==> src/rtl/mcseq_pkg.sv <==
`default_nettype none
// ============================================================================
// Module      : mcseq_pkg
// Description : Shared types and constants for the microcode sequencer:
//               state encoding, INT_KIND codes, fetch address, BRK opcode.
// Revision    : 1.0 - initial release
// ============================================================================
package mcseq_pkg;

   // Sequencer states
   typedef enum logic [1:0] {
      ST_RESET_SEQ = 2'd0,
      ST_FETCH     = 2'd1,
      ST_EXEC      = 2'd2
   } state_t;

   // INT_KIND codes
   localparam logic [1:0] INT_NONE  = 2'b00;  // normal opcode or BRK
   localparam logic [1:0] INT_IRQ   = 2'b01;
   localparam logic [1:0] INT_NMI   = 2'b10;
   localparam logic [1:0] INT_RESET = 2'b11;

   // Microcode address presented while fetching an opcode
   localparam logic [12:0] FETCH_ADDR = 13'h1000;

   // Opcode forced into IR when an interrupt replaces the fetched opcode
   localparam logic [7:0] BRK_OPCODE = 8'h00;

endpackage : mcseq_pkg
`default_nettype wire

==> src/rtl/nmi_edge_detect.sv <==
`default_nettype none
// ============================================================================
// Module      : nmi_edge_detect
// Description : Falling-edge detector for the active-low NMI line. Keeps a
//               one-cycle sample of NMI and a pending flag that is set on a
//               1->0 transition and cleared when the sequencer accepts it.
//               An edge seen in the same cycle as the clear is absorbed by
//               the NMI being accepted and is not latched again.
// Revision    : 1.0 - initial release
// ============================================================================
module nmi_edge_detect
   import mcseq_pkg::*;
(
   input  logic clk,
   input  logic RST,
   input  logic NMI,
   input  logic clear,
   output logic pending
);

   logic r_sample;
   logic r_pending;

   // Sample NMI every cycle (independent of RDY) and track a pending edge
   always_ff @(posedge clk) begin
      if (!RST) begin
         r_sample  <= 1'b1;
         r_pending <= 1'b0;
      end else begin
         r_sample  <= NMI;
         r_pending <= clear ? 1'b0 : (r_pending | (r_sample & ~NMI));
      end
   end

   assign pending = r_pending;

endmodule : nmi_edge_detect
`default_nettype wire

==> src/rtl/microcode_sequencer.sv <==
`default_nettype none
// ============================================================================
// Module      : microcode_sequencer
// Description : Opcode fetch / microstep sequencer. Walks RESET_SEQ -> EXEC
//               -> FETCH -> EXEC ..., producing the microcode ROM address
//               {1'b0, IR, STEP} during execution and FETCH_ADDR during
//               opcode fetch. Interrupts replace the fetched opcode with BRK.
//               Optional feature macro: MICROCODE_SEQUENCER_NMI_EN enables
//               the NMI falling-edge detector and NMI acceptance.
// Revision    : 1.0 - initial release
// ============================================================================
module microcode_sequencer
   import mcseq_pkg::*;
#(
   parameter int STEP_W = 4,
   parameter int IR_W   = 8
)(
   input  logic                     clk,
   input  logic                     RST,
   input  logic                     RDY,
   input  logic [IR_W-1:0]          D_IN,
   input  logic                     MC_END,
   input  logic                     IRQ,
   input  logic                     NMI,
   input  logic                     I_FLAG,
   output logic [IR_W+STEP_W:0]     MC_ADDR,
   output logic                     SYNC,
   output logic [IR_W-1:0]          IR,
   output logic [STEP_W-1:0]        STEP,
   output logic [1:0]               INT_KIND,
   output logic                     INT_ACK,
   output logic                     ILLEGAL
);

   localparam int                c_ADDR_W   = IR_W + STEP_W + 1;
   localparam logic [STEP_W-1:0] c_STEP_MAX = '1;
   localparam logic [STEP_W-1:0] c_STEP_ONE = STEP_W'(1);

   state_t              r_state,    w_state_nxt;
   logic [IR_W-1:0]     r_ir,       w_ir_nxt;
   logic [STEP_W-1:0]   r_step,     w_step_nxt;
   logic [1:0]          r_int_kind, w_int_kind_nxt;
   logic                r_int_ack,  w_int_ack_nxt;
   logic                r_illegal,  w_illegal_nxt;
   logic                w_nmi_pending;
   logic                w_nmi_clear;
   logic [c_ADDR_W-1:0] w_fetch_addr;

   // Fetch address: package constant for the standard geometry, otherwise
   // the same "top bit set" pattern scaled to the configured width.
   generate
      if (c_ADDR_W == 13) begin : g_fetch_addr_pkg
         assign w_fetch_addr = FETCH_ADDR;
      end else begin : g_fetch_addr_scaled
         assign w_fetch_addr = {1'b1, {(c_ADDR_W-1){1'b0}}};
      end
   endgenerate

`ifdef MICROCODE_SEQUENCER_NMI_EN
   nmi_edge_detect u_nmi_edge_detect (
      .clk     (clk),
      .RST     (RST),
      .NMI     (NMI),
      .clear   (w_nmi_clear),
      .pending (w_nmi_pending)
   );
`else
   // NMI support compiled out: the line is ignored, nothing is ever pending
   logic w_nmi_unused;
   assign w_nmi_unused  = NMI ^ w_nmi_clear;
   assign w_nmi_pending = 1'b0;
`endif

   // State register; reset abandons any instruction regardless of RDY
   always_ff @(posedge clk) begin
      if (!RST) begin
         r_state    <= ST_RESET_SEQ;
         r_ir       <= IR_W'(BRK_OPCODE);
         r_step     <= '0;
         r_int_kind <= INT_RESET;
         r_int_ack  <= 1'b0;
         r_illegal  <= 1'b0;
      end else begin
         r_state    <= w_state_nxt;
         r_ir       <= w_ir_nxt;
         r_step     <= w_step_nxt;
         r_int_kind <= w_int_kind_nxt;
         r_int_ack  <= w_int_ack_nxt;
         r_illegal  <= w_illegal_nxt;
      end
   end

   // Next-state decode; with RDY low everything holds and pulses drop
   always_comb begin
      w_state_nxt    = r_state;
      w_ir_nxt       = r_ir;
      w_step_nxt     = r_step;
      w_int_kind_nxt = r_int_kind;
      w_int_ack_nxt  = 1'b0;
      w_illegal_nxt  = 1'b0;
      w_nmi_clear    = 1'b0;
      if (RDY) begin
         case (r_state)
            ST_RESET_SEQ: begin
               // First cycle out of reset starts the reset microprogram
               w_state_nxt = ST_EXEC;
               w_step_nxt  = c_STEP_ONE;
            end
            ST_FETCH: begin
               w_state_nxt = ST_EXEC;
               w_step_nxt  = c_STEP_ONE;
               if (w_nmi_pending) begin
                  w_ir_nxt       = IR_W'(BRK_OPCODE);
                  w_int_kind_nxt = INT_NMI;
                  w_int_ack_nxt  = 1'b1;
                  w_nmi_clear    = 1'b1;
               end else if (!IRQ && !I_FLAG) begin
                  w_ir_nxt       = IR_W'(BRK_OPCODE);
                  w_int_kind_nxt = INT_IRQ;
                  w_int_ack_nxt  = 1'b1;
               end else begin
                  w_ir_nxt       = D_IN;
                  w_int_kind_nxt = INT_NONE;
               end
            end
            ST_EXEC: begin
               if (MC_END) begin
                  w_state_nxt = ST_FETCH;
                  w_step_nxt  = '0;
               end else if (r_step == c_STEP_MAX) begin
                  // Ran off the end of the step space without MC_END
                  w_state_nxt   = ST_FETCH;
                  w_step_nxt    = '0;
                  w_illegal_nxt = 1'b1;
               end else begin
                  w_step_nxt = r_step + c_STEP_ONE;
               end
            end
            default: begin
               w_state_nxt = ST_RESET_SEQ;
            end
         endcase
      end
   end

   // Outputs are pure decodes of registered state
   assign SYNC     = (r_state == ST_FETCH);
   assign MC_ADDR  = SYNC ? w_fetch_addr : {1'b0, r_ir, r_step};
   assign IR       = r_ir;
   assign STEP     = r_step;
   assign INT_KIND = r_int_kind;
   assign INT_ACK  = r_int_ack;
   assign ILLEGAL  = r_illegal;

endmodule : microcode_sequencer
`default_nettype wire
==> config.mk <==
export PLATFORM = sky130hd
export DESIGN_NAME = microcode_sequencer
export DESIGN_NICKNAME = d
export VERILOG_FILES = /design/src/rtl/mcseq_pkg.sv /design/src/rtl/nmi_edge_detect.sv /design/src/rtl/microcode_sequencer.sv
export SDC_FILE = /design/constraint.sdc
export NUM_CORES = 1
export LEC_CHECK = 0
export ABC_AREA = 1
export ABC_CLOCK_PERIOD_IN_PS = 2400
export BUFFER_PORTS_ARGS = -buffer_cell sky130_fd_sc_hd__buf_2
export CAP_MARGIN = 20
export CORE_ASPECT_RATIO = 0.75
export CORE_MARGIN = 2
export CORE_UTILIZATION = 46
export DETAILED_ROUTE_END_ITERATION = 16
export HOLD_SLACK_MARGIN = 0.15
export PLACE_DENSITY = 0.77
export SETUP_SLACK_MARGIN = 0.3
export SKIP_CTS_REPAIR_TIMING = 1
export SLEW_MARGIN = 25
export SYNTH_ARGS = -nofsm -noshare
export SYNTH_HDL_FRONTEND = slang
export SYNTH_HIERARCHICAL = 1
export SYNTH_SLANG_ARGS = --single-unit
==> constraint.sdc <==
create_clock -name clk -period 2.4 [get_ports clk]
set_clock_uncertainty 0.2 [all_clocks]
set_input_delay 0.12 -clock clk [delete_from_list [all_inputs] [get_ports clk]]
set_output_delay 0.12 -clock clk [all_outputs]
set_load 0.05 [all_outputs]
* Word-level counts from Yosys, hierarchy flattened
Cells that the tools add are included.
** Operators by class
- Add/subtract/negate cells :: 1
- Eq/ne operators :: 4
- Muxes and demuxes :: 11
- Bitwise logic cells :: 3
- Reductions and logical operators :: 11
** Operators with widths (count)
- 2-to-1 mux 13 bit :: 1
- 2-to-1 mux 4 bit :: 2
- 2-to-1 mux 8 bit :: 1
- one-hot mux 4 bit (2 select lines) :: 1
- AND reduction 2 bit :: 3
- adder 4 x 1 -> 4 bit, second input constant :: 1
- == test 4 bit, second input constant :: 1
- 2-to-1 mux 2 bit :: 2
- one-hot mux 2 bit (2 select lines) :: 1
- OR reduction 4 bit :: 1
- 2-to-1 mux 1 bit :: 3
- inequality test 3 bit, second input constant :: 1
- NOT 1 bit :: 3
- AND reduction 3 bit :: 1
- == test 2 x 1 -> 1 bit, second input constant :: 1
- == test 2 bit, second input constant :: 1
- logical NOT 1 bit :: 2
- logical NOT 2 bit :: 1
- nonzero test 2 bit :: 1
- OR reduction 2 bit :: 1
- logical AND 1 bit :: 1
** Word-level totals
- Bits in registers :: 18
- Input port bits :: 15
- Output and inout bits :: 30

* Logic depth before layout (Yosys ltp)
- Depth after elaboration :: 4
- Depth in mapped cells :: 6
- Gate-level depth less buffers :: 6

* Worst setup path after synthesis
No wires, ideal clock.
- Kind :: reg-to-output
- From :: register r_step[0] (netlist: STEP[0])
- To :: output MC_ADDR[0]
- Data arrival time :: 1.452 ns
- Slack :: 0.628 ns
- Cell stages (with the launch flop) :: 3
- Buffers on the path :: 0
- Path through :: dfxtp_1 > inv_1 > nor2_1
** On the way
- Word-level cells in the longest chain between the ends :: 1
** Ends and longest elaborated chain
- from (decl) :: RTL line microcode_sequencer.sv:41 : logic [STEP_W-1:0] r_step, w_step_nxt;
- from (signal assigned) :: RTL line microcode_sequencer.sv:86 : r_step <= w_step_nxt;
- 2-to-1 mux 13 bit :: RTL line microcode_sequencer.sv:148 : assign MC_ADDR = SYNC ? w_fetch_addr : {1'b0, r_ir, r_step};
- to (decl) :: RTL line microcode_sequencer.sv:26 : output logic [IR_W+STEP_W:0] MC_ADDR,
Every way passes these cells.

* Worst setup path in the final report
- From :: input IRQ
- To :: register r_int_kind[0] (netlist: INT_KIND[0])
** On the way
- Word-level cells in the longest chain between the ends :: 3
** Ends and longest elaborated chain
- from (decl) :: RTL line microcode_sequencer.sv:23 : input logic IRQ,
- logical NOT 1 bit :: RTL line microcode_sequencer.sv:117 : end else if (!IRQ && !I_FLAG) begin
- logical AND 1 bit :: RTL line microcode_sequencer.sv:117
- 2-to-1 mux 1 bit :: RTL line microcode_sequencer.sv:117
- to (signal assigned) :: RTL line microcode_sequencer.sv:87 : r_int_kind <= w_int_kind_nxt;
- to (decl) :: RTL line microcode_sequencer.sv:42 : logic [1:0] r_int_kind, w_int_kind_nxt;
Every way passes these cells.
A chain may end at the register's enable or synchronous reset.

==> impl_metrics.toml <==
[placement]
dp_hpwl_mm = 1.54
place_congestion = 0.872
io_buffers = 43
pre_cts_ws_ns = 0.782

[routing]
drt_iter0_drc = 11
finalWirelength_mm = 2.17
detail-route-antenna-nets = 0
drc_errors = 0
vias = 956
viasPerCell = 4.76
routedWlPerCell_um = 10.8
first_pass_iters = 4

[critical_path]
setup.worst_path.start = "IRQ"
path_buf_inv = 3
required_ns = 2.45
critPathArrivalTime_ns = 2.02
cp-start-kind = "primary input"
endpoint_kind = "flip-flop"
path_max_fanout = 9
cp.depth = 7
critical_path.endpoint = "INT_KIND[0]$_SDFFE_PN1P_"
path_class = "primary input to flip-flop"
slowest_delay_ns = 0.63
worst_path_max_delay_cell = "dlygate4sd3_1"
cp_common_cell = "dlygate4sd3_1"
worstPathCellList = "dlygate4sd3_1, buf_2, or2_1, dlygate4sd3_1, nor3_2, nor2_1, nand2_1"
crit_family = "buffers and inverters"
rr_worst_depth = 5
timing.rr.end = "STEP[2]$_SDFFE_PN0P_"
reg2reg_from = "r_state[1]$_SDFFE_PN0P_"
rrSetupSlack_ns = 0.61

[power]
p_comb_share_pct = 16.6
swShare_pct = 27.0
power.internal_mw = 0.434
p_switching_mw = 0.161
seq_power_share_pct = 52.4
power.leakage_nw = 0.617
clkPwrFrac_pct = 31.0
irDropWorstVdd_mv = 0.329
power_density_mw_per_mm2 = 480

[logic_synthesis]
synth_area_um2 = 853
yosys-top-cells-count = "nand2_1 (26), dfxtp_1 (18), nor2_1 (18), inv_1 (17), a21oi_1 (13)"
synth_cell_type_count = 20
ys_seq_area_share_pct = 42.2
syn_avg_cell_area_um2 = 6.94
yosysWarnings = 6
ys_seq_elements = 18
ys.flop_type = "dfxtp_1"
synth_nets = 139
yosysMostFrequentCell = "nand2_1"
netlist_instances = 123
synth_edf_count = 0
yosys.area.top_type = "dfxtp_1"
synthArstFlopShare_pct = 0
synth_top_area_share_pct = 42.2
synthTopCellsByArea = "dfxtp_1 (42%), nand2_1 (11%), nor2_1 (7.9%), a21oi_1 (7.6%), inv_1 (7.5%)"

[global_routing]
grt.overflow.total = 0
grt_max_degree = 16
grt_pass1_vias = 677
grt_usage_pct = 19.2
grt_pass1_wl_mm = 2.88
antenna_found_initial = 0

[layout]
antenna_cells = 0
fill_cells = 142
nets = 196
final_util_pct = 71.2
layout-drive-gt1-share_pct = 30.7
area_growth_pct = 45.2

[cts]
clock_latency_ns = 0.29
cts_root_buffer = "clkbuf_4"
cts.sinks = 18
numCtsBuffers = 3
cts_tree = "yes"
h-tree-depth = 1
ctsLongestPathBuffers = 2
cts.clk_slew.worst_paths_ns = 0.10

[floorplan]
die_h_um = 41.3
io_pins = 45
die_w_um = 53.7
initial_core_util_pct = 49.0
dieArea_mm2 = 0.00222
fp.coreArea_mm2 = 0.00174
rows = 13

[sta]
tightest_slew_ns = 0.376
finalWorstPathRequiredPeriod_ns = 1.97
setup_viol = 0
fin_crit_sh_pct = 82.3
worst_slack_ns = 0.426
slew_violations = 0
fmax_ghz = 0.507
tns_ns = 0
hold_violations = 0
slew_headroom_pct = 74.9
rsz0062_at_grt = "no"

[job]
cap_viol_max_count = 0

[min_path]
hp-class = "primary input to flip-flop"

[status]
outcome = "completed"
## worst min-delay path, cell delays in order
cell and delay, ns:
buf_2 0.07, or2_1 0.27, a21oi_2 0.08, nor2_1 0.08
## cell type report
type                       count  area (um^2)  area share, %
multi-input combinational     81          387           31.2
clock buffer                   4         36.3           2.93
sequential                    18          360           29.1
timing repair buffer          57          355           28.7
tap                           22         27.5           2.22
inverter                      19         72.6           5.86
## worst min path at each step
| stage | start | to | slack (ns) | cells after the start |
|---|---|---|---|---|
| after floorplan | RST | INT_KIND[1]$_SDFFE_PN1P_ | -0.01 | 1 |
| after global placement | RST | INT_KIND[1]$_SDFFE_PN1P_ | 0.17 | 2 |
| after detailed placement | RST | INT_KIND[1]$_SDFFE_PN1P_ | 0.17 | 2 |
| after CTS | RST | INT_KIND[1]$_SDFFE_PN1P_ | -0.14 | 2 |
| after global routing | I_FLAG | IR[3]$_SDFFE_PN0P_ | 0.19 | 4 |
| final | I_FLAG | IR[3]$_SDFFE_PN0P_ | 0.16 | 4 |
## power by group through the flow
stage / Combinational (mW) / Clock [mW] / Sequential [mW]
floorplan: 0.0445 / 0 / 0.329
global placement: 0.0789 / 0 / 0.317
detailed placement: 0.0811 / 0 / 0.318
CTS: 0.0813 / 0.187 / 0.311
global route: 0.108 / 0.198 / 0.312
finish: 0.0989 / 0.184 / 0.311
## cell usage in the layout (no fill, tap or decap)
cell type / n
nor2_1: 18
inv_1: 17
a21oi_2: 1
nand2_4: 1
nor2_4: 1
buf_2: 43
o21ai_0: 3
inv_2: 1
a21oi_1: 13
ha_1: 1
clkbuf_4: 3
nand3_1: 12
dlygate4sd3_1: 14
nor3_2: 2
o21ai_1: 1
or2_1: 1
clkinv_2: 1
nor2_2: 1
nand2_1: 26
clkbuf_8: 1
dfxtp_1: 18
## routing by layer
metal | GRT usage (%) | vias up | share of wire (%)
met1 | 22.8 | 437 | 43
li1 | - | 491 | -
met5 | 0 | - | 0
met2 | 32.0 | 26 | 50
met4 | 8.97 | 0 | 0.88
met3 | 6.43 | 2 | 5.8
## registers in the layout, indices dropped and copies added, names as in the netlist
signal	flops
IR	8
INT_KIND	2
INT_ACK	1
STEP	4
r_state	2
ILLEGAL	1
## kinds of logic (layout without fill, tap and decap cells)
| group | count (synthesis) | after routing | share of synthesized area (%) |
|---|---|---|---|
| AO/OA/AOI/OAI | 18 | 18 | 11.0 |
| adder cells (fa/ha/maj) | 1 | 1 | 1.47 |
| buffers and inverters | 24 | 80 | 12.5 |
| flip-flops | 18 | 18 | 42.2 |
| AND/OR/NAND/NOR | 62 | 62 | 32.8 |
## per-stage QoR
| stage | power [mW] | hold WS (ns) | std cells | instance area, um^2 |
|---|---|---|---|---|
| finish | 0.595 | 0.163 | 201 | 1240 |
| global route | 0.618 | 0.194 | 201 | 1240 |
| CTS | 0.579 | -0.138 | 187 | 1100 |
| detailed placement | 0.399 | 0.174 | 183 | 1060 |
| global placement | 0.396 | 0.167 | 183 | 1060 |
| floorplan | 0.374 | -0.0112 | 123 | 853 |
Power figures use the tool's default switching activity.
